**src/rtl/frame_pkg.sv**
```systemverilog
// Shared VGA timing constants, pixel/control types and the RGB332 expansion
// used by the frame scanout path.
package frame_pkg;

  localparam int VGA_H_ACTIVE = 640;
  localparam int VGA_H_FP     = 16;
  localparam int VGA_H_SYNC   = 96;
  localparam int VGA_H_BP     = 48;
  localparam int VGA_V_ACTIVE = 480;
  localparam int VGA_V_FP     = 10;
  localparam int VGA_V_SYNC   = 2;
  localparam int VGA_V_BP     = 33;

  // 10 bits cover both the 800-clock line and the 525-line frame
  localparam int CNT_W = 10;

  typedef struct packed {
    logic [3:0] r;
    logic [3:0] g;
    logic [3:0] b;
  } rgb12_t;

  typedef struct packed {
    logic hsync;
    logic vsync;
    logic blank;
  } ctl_t;

  localparam ctl_t CTL_IDLE = '{hsync: 1'b1, vsync: 1'b1, blank: 1'b1};

  typedef enum logic {IDLE, PENDING} swap_state_t;

  function automatic rgb12_t rgb332_to_rgb12(input logic [7:0] q);
    rgb12_t c;
    c.r = {q[7:5], q[7]};
    c.g = {q[4:2], q[4]};
    c.b = {q[1:0], q[1:0]};
    return c;
  endfunction

endpackage

```
**src/rtl/vga_timing_gen.sv**
```systemverilog
// Free-running h/v counters with raw (undelayed) sync, active and frame markers.
module vga_timing_gen
  import frame_pkg::*;
#(
  parameter int H_ACTIVE = VGA_H_ACTIVE,
  parameter int H_FP     = VGA_H_FP,
  parameter int H_SYNC   = VGA_H_SYNC,
  parameter int H_BP     = VGA_H_BP,
  parameter int V_ACTIVE = VGA_V_ACTIVE,
  parameter int V_FP     = VGA_V_FP,
  parameter int V_SYNC   = VGA_V_SYNC,
  parameter int V_BP     = VGA_V_BP
)(
  input  logic             clk,
  input  logic             reset,
  output logic [CNT_W-1:0] hcount,
  output logic [CNT_W-1:0] vcount,
  output logic             hsync,
  output logic             vsync,
  output logic             active,
  output logic             line_end,
  output logic             frame_end,
  output logic             frame_start
);
  localparam logic [CNT_W-1:0] H_LAST = CNT_W'(H_ACTIVE + H_FP + H_SYNC + H_BP - 1);
  localparam logic [CNT_W-1:0] V_LAST = CNT_W'(V_ACTIVE + V_FP + V_SYNC + V_BP - 1);
  localparam logic [CNT_W-1:0] HS_BEG = CNT_W'(H_ACTIVE + H_FP);
  localparam logic [CNT_W-1:0] HS_END = CNT_W'(H_ACTIVE + H_FP + H_SYNC - 1);
  localparam logic [CNT_W-1:0] VS_BEG = CNT_W'(V_ACTIVE + V_FP);
  localparam logic [CNT_W-1:0] VS_END = CNT_W'(V_ACTIVE + V_FP + V_SYNC - 1);
  localparam logic [CNT_W-1:0] H_ACT  = CNT_W'(H_ACTIVE);
  localparam logic [CNT_W-1:0] V_ACT  = CNT_W'(V_ACTIVE);

  assign line_end  = (hcount == H_LAST);
  assign frame_end = line_end && (vcount == V_LAST);

  always_ff @(posedge clk or posedge reset) begin
    if (reset) begin
      hcount <= '0;
      vcount <= '0;
    end else begin
      hcount <= line_end ? '0 : hcount + 1'b1;
      if (line_end) vcount <= frame_end ? '0 : vcount + 1'b1;
    end
  end

  assign hsync  = !((hcount >= HS_BEG) && (hcount <= HS_END));
  assign vsync  = !((vcount >= VS_BEG) && (vcount <= VS_END));
  assign active = (hcount < H_ACT) && (vcount < V_ACT);
  // Gated by reset so the marker is quiet while held, and fires on the first clock after release
  assign frame_start = !reset && (hcount == '0) && (vcount == '0);

endmodule

```
**src/rtl/frame_scanout.sv**
```systemverilog
// Pixel-clock scanout: 2x-replicated fetch from a double-buffered VRAM, RGB332
// expansion, sync delay line and the vblank buffer-flip handshake.
module frame_scanout
  import frame_pkg::*;
#(
  parameter int WIDTH    = 320,
  parameter int HEIGHT   = 240,
  parameter int DW       = 8,
  parameter int H_ACTIVE = VGA_H_ACTIVE,
  parameter int H_FP     = VGA_H_FP,
  parameter int H_SYNC   = VGA_H_SYNC,
  parameter int H_BP     = VGA_H_BP,
  parameter int V_ACTIVE = VGA_V_ACTIVE,
  parameter int V_FP     = VGA_V_FP,
  parameter int V_SYNC   = VGA_V_SYNC,
  parameter int V_BP     = VGA_V_BP,
  parameter int RD_LAT   = 1,
  localparam int AW      = $clog2(WIDTH * HEIGHT)
)(
  input  logic          clk,
  input  logic          reset,
  output logic [AW:0]   rd_addr,
  input  logic [DW-1:0] rd_q,
  input  logic          swap_req,
  output logic          swap_ack,
  output logic          front_buf,
  output logic          frame_start,
  output logic          hsync,
  output logic          vsync,
  output logic          blank,
  output logic [3:0]    vga_r,
  output logic [3:0]    vga_g,
  output logic [3:0]    vga_b
);
  localparam int P = 2 + RD_LAT;
  localparam logic [CNT_W-1:0] V_FLIP      = CNT_W'(V_ACTIVE);
  localparam logic [CNT_W-1:0] V_LAST_STEP = CNT_W'(V_ACTIVE - 1);

  logic [CNT_W-1:0] hcount, vcount;
  logic             hs_raw, vs_raw, active, line_end, frame_end;

  vga_timing_gen #(
    .H_ACTIVE(H_ACTIVE), .H_FP(H_FP), .H_SYNC(H_SYNC), .H_BP(H_BP),
    .V_ACTIVE(V_ACTIVE), .V_FP(V_FP), .V_SYNC(V_SYNC), .V_BP(V_BP)
  ) u_timing (
    .clk        (clk),
    .reset      (reset),
    .hcount     (hcount),
    .vcount     (vcount),
    .hsync      (hs_raw),
    .vsync      (vs_raw),
    .active     (active),
    .line_end   (line_end),
    .frame_end  (frame_end),
    .frame_start(frame_start)
  );

  // Source row advances every second display line; stop after the last row so the
  // base never points past the frame.
  logic [AW-1:0] line_base;
  always_ff @(posedge clk or posedge reset) begin
    if (reset)
      line_base <= '0;
    else if (frame_end)
      line_base <= '0;
    else if (line_end && vcount[0] && (vcount < V_LAST_STEP))
      line_base <= line_base + AW'(WIDTH);
  end

  always_ff @(posedge clk or posedge reset) begin
    if (reset)
      rd_addr <= '0;
    else if (active)
      rd_addr <= {front_buf, line_base + AW'(hcount[CNT_W-1:1])};
  end

  // Control delay line; the last stage drives the pins alongside the colour register
  ctl_t         ctl_now;
  ctl_t [P-1:0] ctl_pipe;
  assign ctl_now = '{hsync: hs_raw, vsync: vs_raw, blank: !active};

  always_ff @(posedge clk or posedge reset) begin
    if (reset) ctl_pipe <= {P{CTL_IDLE}};
    else       ctl_pipe <= {ctl_pipe[P-2:0], ctl_now};
  end

  rgb12_t pix;
  always_ff @(posedge clk or posedge reset) begin
    if (reset)                    pix <= '0;
    else if (ctl_pipe[P-2].blank) pix <= '0;
    else                          pix <= rgb332_to_rgb12(rd_q[7:0]);
  end

  assign hsync = ctl_pipe[P-1].hsync;
  assign vsync = ctl_pipe[P-1].vsync;
  assign blank = ctl_pipe[P-1].blank;
  assign vga_r = pix.r;
  assign vga_g = pix.g;
  assign vga_b = pix.b;

  // Swap handshake: only a rising request arms it, so a held request flips once
  swap_state_t state, state_nxt;
  logic        req_d, req_rise, flip_pt, flip;

  assign req_rise = swap_req && !req_d;
  assign flip_pt  = (hcount == '0) && (vcount == V_FLIP);

  always_ff @(posedge clk or posedge reset) begin
    if (reset) begin
      state     <= IDLE;
      req_d     <= 1'b0;
      front_buf <= 1'b0;
    end else begin
      state <= state_nxt;
      req_d <= swap_req;
      if (flip) front_buf <= !front_buf;
    end
  end

  always_comb begin
    state_nxt = state;
    flip      = 1'b0;
    case (state)
      IDLE: begin
        if (flip_pt && req_rise) flip = 1'b1;
        else if (req_rise)       state_nxt = PENDING;
      end
      PENDING: begin
        if (flip_pt) begin
          flip      = 1'b1;
          state_nxt = IDLE;
        end
      end
      default: state_nxt = IDLE;
    endcase
  end

  assign swap_ack = flip;

endmodule

```
**config.mk**
```make
export PLATFORM = sky130hd
export DESIGN_NAME = frame_scanout
export DESIGN_NICKNAME = d
export VERILOG_FILES = /design/src/rtl/frame_pkg.sv /design/src/rtl/vga_timing_gen.sv /design/src/rtl/frame_scanout.sv
export SDC_FILE = /design/constraint.sdc
export NUM_CORES = 1
export LEC_CHECK = 0
export BUFFER_PORTS_ARGS = -buffer_cell sky130_fd_sc_hd__buf_4
export CAP_MARGIN = 0
export CORE_UTILIZATION = 28
export DETAILED_ROUTE_END_ITERATION = 12
export GPL_TIMING_DRIVEN = 0
export HOLD_SLACK_MARGIN = 0.12
export PLACE_DENSITY_LB_ADDON = 0.05
export SYNTH_ARGS = -nofsm -noshare
export SYNTH_HDL_FRONTEND = slang
export SYNTH_SLANG_ARGS = --single-unit
```
**constraint.sdc**
```tcl
create_clock -name clk -period 8.1 [get_ports clk]
set_input_delay 0.405 -clock clk [delete_from_list [all_inputs] [get_ports clk]]
set_output_delay 0.405 -clock clk [all_outputs]
set_load 0.01 [all_outputs]
```
==> results of run 1 <==
## layer usage
layer  vias to the layer above  routed length, um  global-route usage
li1                       1133                  -                   -
met1                      1121               3440               0.185
met2                        48               3220               0.203
met3                         7                305              0.0315
met4                         0                 83              0.0577
met5                         -                  0                   0
## synth_stat cells (all sizes together)
cell type	number	share of area
xnor2	17	0.048
nand4b	1	0.0028
or4b	1	0.0044
clkbuf	10	0.012
nor4b	1	0.0028
o211ai	2	0.0048
dfrtp	60	0.48
nand4	10	0.020
o22ai	1	0.0020
nor3b	1	0.0024
ha	8	0.032
nor3	9	0.014
nand3b	2	0.0048
xor2	8	0.022
nand2	26	0.031
mux2	6	0.022
nor4bb	1	0.0032
buf	7	0.016
and2	1	0.0020
nand3	9	0.014
o21ai	25	0.040
o2111ai	1	0.0028
mux2i	2	0.0064
o21a	2	0.0048
a21oi	7	0.011
a21o	1	0.0024
inv	10	0.012
nor4	6	0.012
nor2	20	0.024
nor2b	12	0.024
o31a	2	0.0056
dfstp	9	0.076
and3	1	0.0020
or3	8	0.016
or2	1	0.0020
or4	2	0.0048
o31ai	4	0.0096
## flip-flops by register name, indices dropped and copies added (netlist names)
name	count
vga_b	2
hsync	1
ctl_pipe	6
u_timing.vcount	10
u_timing.hcount	10
state	1
vga_r	3
vsync	1
front_buf	1
req_d	1
vga_g	3
line_base	11
rd_addr	18
blank	1
## through the flow
stage / instance area [um2] / util / hold slack (ns) / setup slack [ns] / instances
floorplan: 3120 / - / 0.345 / 5.43 / 294
global placement: 3640 / 0.336 / 0.346 / 4.87 / 480
detailed placement: 3670 / 0.338 / 0.347 / 5.19 / 481
CTS: 3920 / 0.361 / 0.162 / 5.16 / 498
global route: 3920 / 0.361 / 0.153 / 4.97 / 498
finish: 3920 / 0.361 / 0.177 / 5.19 / 498
## report_power, final
part,internal [mW],switching (mW)
logic,0.0106,0.0111
clock network,0.205,0.134
registers,0.347,0.000789
## cell type report
type | instances | area (um2)
Buffer | 17 | 88.8
Clock buffer | 10 | 128
Clock inverter | 6 | 111
Fill cell | 1107 | 6920
Inverter | 10 | 40.0
Multi-Input combinational cell | 198 | 1250
Sequential cell | 69 | 1740
Tap cell | 140 | 175
Timing Repair Buffer | 48 | 383
## kinds of logic (layout without fill, tap and decap cells)
| group | after synthesis | in the layout | share of synthesized area |
|---|---|---|---|
| adders and majority gates | 8 | 8 | 0.0321 |
| DFF | 69 | 69 | 0.558 |
| buffers and inverters | 27 | 91 | 0.0405 |
| xor gates and xnor gates | 25 | 25 | 0.0703 |
| muxes | 8 | 8 | 0.0281 |
| AOI/OAI and AO/OA | 45 | 45 | 0.0835 |
| and+or+nand+nor | 112 | 112 | 0.188 |
## final timing paths
| path | endpoint |
|---|---|
| worst max-delay path | line_base[16] |
| worst min-delay path | req_d |
| worst max register to register | line_base[16] |
| worst min register to register | ctl_pipe[3] |
| max in group asynchronous | ctl_pipe[0] |
| min in group asynchronous | rd_addr[2] |
==> results_dict.tcl, run 1 <==
set metrics [dict create \
    area_growth_pct 25.7 \
    drive_above_1_share 0.243 \
    total_power_mw 0.708 \
    min_path_type "in -> reg" \
    finalCriticalPeriod_ns 2.91 \
    drc 0 \
    cp_num_buf_inv 3 \
    worstSetupPathDepth 8 \
    cp.required_ns 8.37 \
    drv_slew 0 \
    r2r_cells 8 \
    antenna_found_initial 0 \
    holdBufCountCts 1 \
    syn_nets 313 \
    synth-seq-cells 69 \
    r2r_start "u_timing.hcount[6]" \
    grt_pass1_wl_mm 11.7 \
    cts_tree "done" \
    dr.first_iter.drc_count 66 \
    num_rows 38 \
    grt_pass1_vias 2263 \
    max_freq_mhz 344 \
    slowest_stage "or4b_4" \
    wl_per_cell_um 14.1 \
    worst_setup_path_start_kind "flip-flop" \
    irDropWorstVdd_v 0.0000748 \
    worstPathArrival_ns 3.17 \
    leakage_nw 1.72 \
    tns_ns 0 \
    yosysWarnings 0 \
    path_clk_slew_ns 0.08 \
    ys_seq_area_frac 0.558 \
    cts_resized 0 \
    finalCritPeriodShare 0.359 \
    end_kind "flip-flop" \
    crit_family "simple AND/OR/NAND/NOR gates" \
    max_stage_delay_ns 0.58 \
    cts-root-buf "clkbuf_8" \
    layout_commonest_cell "dfrtp_1" \
    clock_skew_ns 0.00785 \
    holdPathStages 1 \
    critPathMaxFanout 10 \
    initial_core_util 0.288 \
    drv_cap 0 \
    wl_mm 7.04 \
    grt-ovfl-total 0 \
    status "finished clean" \
    die_y_um 108 \
    hp-start "swap_req" \
    h-tree-depth 3 \
    worst_pin_slew_ns 1.13 \
    ys_types 39 \
    diodes 0 \
    hpwl_mm 4.95 \
    cts.sinks 69 \
    insertion_delay_ns 0.34 \
    slew_headroom 0.243 \
    grt_usage 0.135 \
    finalNetCount 372 \
    die_x_um 108 \
    via_per_inst 4.64 \
    p_per_area_nw_per_um2 181 \
    core_um2 10800 \
    place.gp.congestion 0.764 \
    numCtsBuffers 9 \
    final-hold-violation-count 0 \
    clk_path_buf_depth 2 \
    vias 2309 \
    drt-pass1-iter-count 4 \
    final_cell_mix "dfrtp_1 (60), buf_4 (50), nand2_1 (26)" \
    synth_cells 294 \
    crit_type "reg -> reg" \
    die_area_um2 11600 \
    syn_area_per_cell_um2 10.6 \
    syn_area_um2 3120 \
    cts_setup_buffers 0 \
    path_cells "or4b_4, or3_1, buf_2, or3_1, clkbuf_1, buf_2, nor3_1, mux2i_1" \
    io_buffer_count 46 \
    rsz0062_at_grt "false" \
    timing.reg2reg.setup_slack_ns 5.19 \
    ant_nets 0 \
    startpoint "u_timing.hcount[6]" \
    grt_start_max_net_pins 46 \
    io_pins 47 \
    finalSetupViolCount 0 \
]
(Power assumes the default switching activity.)
==> run 2, diff against run 1 <==
==> constraint.sdc (replaced) <==
create_clock -name clk -period 2.72 [get_ports clk]
set_input_delay 0.136 -clock clk [delete_from_list [all_inputs] [get_ports clk]]
set_output_delay 0.136 -clock clk [all_outputs]
set_load 0.01 [all_outputs]
==> run 2 against run 1 <==
Maximum frequency is 8.1% higher. Total power rose to 3.0 times the previous value. Clock power rose to 3.0 times the previous value. Critical path depth decreased by 1. Flip-flop and latch count did not move. Clock-buffer cell count is the same. Register-to-register slack lost 5.2 ns. Utilization rose by 1.9 points. Highest routed layer unchanged.
==> results_dict.tcl, run 2 (synthesized netlist as in run 1, its figures left out) <==
set metrics [dict create \
    status "finished clean" \
    layout_commonest_cell "dfrtp_1" \
    num_rows 38 \
    drc 0 \
    initial_core_util 0.288 \
    setup_ws_ns 0.0316 \
    tns_ns 0 \
    hold_ws_ns 0.332 \
    dp.cells 481 \
    drive_above_1_share 0.273 \
    regMostFlops "rd_addr" \
    largest_reg_flops 18 \
    pre_cts_slack_ns -0.191 \
    max_freq_mhz 372 \
    grt-ovfl-total 0 \
    wl_mm 7.23 \
    crit_type "reg -> reg" \
    p_per_area_nw_per_um2 514 \
    cts-root-buf "clkbuf_8" \
    diodes 0 \
    antenna_found_initial 0 \
    grt_pass1_wl_mm 11.9 \
    slew_headroom 0.524 \
    drv_cap 0 \
    rsz0062_at_grt "false" \
    area_growth_pct 32.2 \
    ant_nets 0 \
    path_clk_slew_ns 0.08 \
    leakage_nw 1.81 \
    via_per_inst 4.60 \
    die_x_um 108 \
    hpwl_mm 4.95 \
    timing.reg2reg.setup_slack_ns 0.03 \
    die_y_um 108 \
    wl_per_cell_um 14.1 \
    path_cells "buf_6, or4b_4, or3_4, buf_8, or3_4, or4_1, a21oi_1" \
    cts_tree "done" \
    finalCritPeriodShare 0.988 \
    placed_cell_area_um2 3670 \
    end_kind "flip-flop" \
    clock_skew_ns 0.00775 \
    finalNetCount 388 \
    final_util 0.380 \
    cp.required_ns 2.99 \
    grt_usage 0.137 \
    worst_pin_slew_ns 0.714 \
    total_power_mw 2.12 \
    numCtsBuffers 9 \
    final-hold-violation-count 0 \
    final_cell_mix "dfrtp_1 (59), buf_4 (57), nand2_1 (26)" \
    place.gp.congestion 0.764 \
    finalCriticalPeriod_ns 2.69 \
    io_pins 47 \
    top_regs "rd_addr x18, line_base x11" \
    clk_path_buf_depth 2 \
    worst_setup_path_start_kind "flip-flop" \
    final_area_um2 4120 \
    reg2reg_to "line_base[14]" \
    drv_slew 0 \
    multiInputGateArea_um2 1280 \
    r2r_start "u_timing.hcount[5]" \
    fillCellCount 1086 \
    max_stage_delay_ns 0.53 \
    grt_start_max_net_pins 46 \
    irDropWorstVdd_v 0.000224 \
    core_um2 10800 \
    dr.first_iter.drc_count 71 \
    finalSetupViolCount 0 \
    cts.sinks 69 \
    grt_pass1_vias 2308 \
    worstPathArrival_ns 2.96 \
    crit_top_cell "or3_4" \
    insertion_delay_ns 0.34 \
    h-tree-depth 3 \
    die_area_um2 11600 \
    drt-pass1-iter-count 4 \
    r2r_cells 7 \
    slowest_stage "or4b_4" \
    stdcell_count 514 \
    regArea_um2 1740 \
    io_buffer_count 46 \
    min_path_type "in -> async" \
    vias 2363 \
    critPathMaxFanout 7 \
]
[run 2: cell types whose count changed in the layout (fill, tap and decap cells not counted), sizes merged]
cell / before / now
clkbuf: 20 / 19
buf: 54 / 62
dlygate4sd3: 1 / 10
[run 2: power breakdown]
part | total [mW] | switching [mW] | internal [mW]
sequential | 1.03 | 0.00236 | 1.03
clock | 1.01 | 0.400 | 0.610
combinational | 0.0759 | 0.0358 | 0.0401
[run 2: worst max-delay path: cells and delay by family (launching register included)]
family                 cells  cell delay, ns
and+or+nand+nor            4            1.83
DFF                        1            0.38
buffers and inverters      2            0.26
AOI/OAI and AO/OA          1            0.15
[run 2: timing repair]
item | 4_1_cts | 5_1_grt
pin swaps | 1 | 0
buffers inserted | 1 | 7
gates resized for setup | 7 | 5
endpoints found under the setup margin | 16 | 7
hold buffers | 10 | 0
hold endpoints to repair | 39 | 0
[run 2: how the worst max path moves through the flow]
| stage | startpoint | end | slack (ns) | depth (start not counted) |
|---|---|---|---|---|
| global route | u_timing.hcount[5] | line_base[14] | 0.0007 | 7 |
| global placement | reset | vga_b[1] | -0.24 | 2 |
| finish | u_timing.hcount[5] | line_base[14] | 0.03 | 7 |
| detailed placement | u_timing.hcount[6] | line_base[16] | -0.19 | 8 |
| floorplan | u_timing.hcount[5] | line_base[14] | 0.05 | 8 |
| CTS | u_timing.hcount[5] | line_base[14] | 0.007 | 7 |
[run 2: cell type report]
class,count,area share
flip-flops and latches,69,0.422
multi-input cells,198,0.311
repair buffers,65,0.132
well taps,140,0.0425
clock buffers,10,0.0310
clock inverters,6,0.0270
plain buffers,16,0.0246
inverters,10,0.00971
[run 2: per-layer routing]
layer,GRT usage,up-vias,share of wire
li1,-,1163,-
met1,0.187,1142,0.49
met2,0.207,54,0.47
met3,0.0315,4,0.036
met4,0.0577,0,0.0076
met5,0,-,0
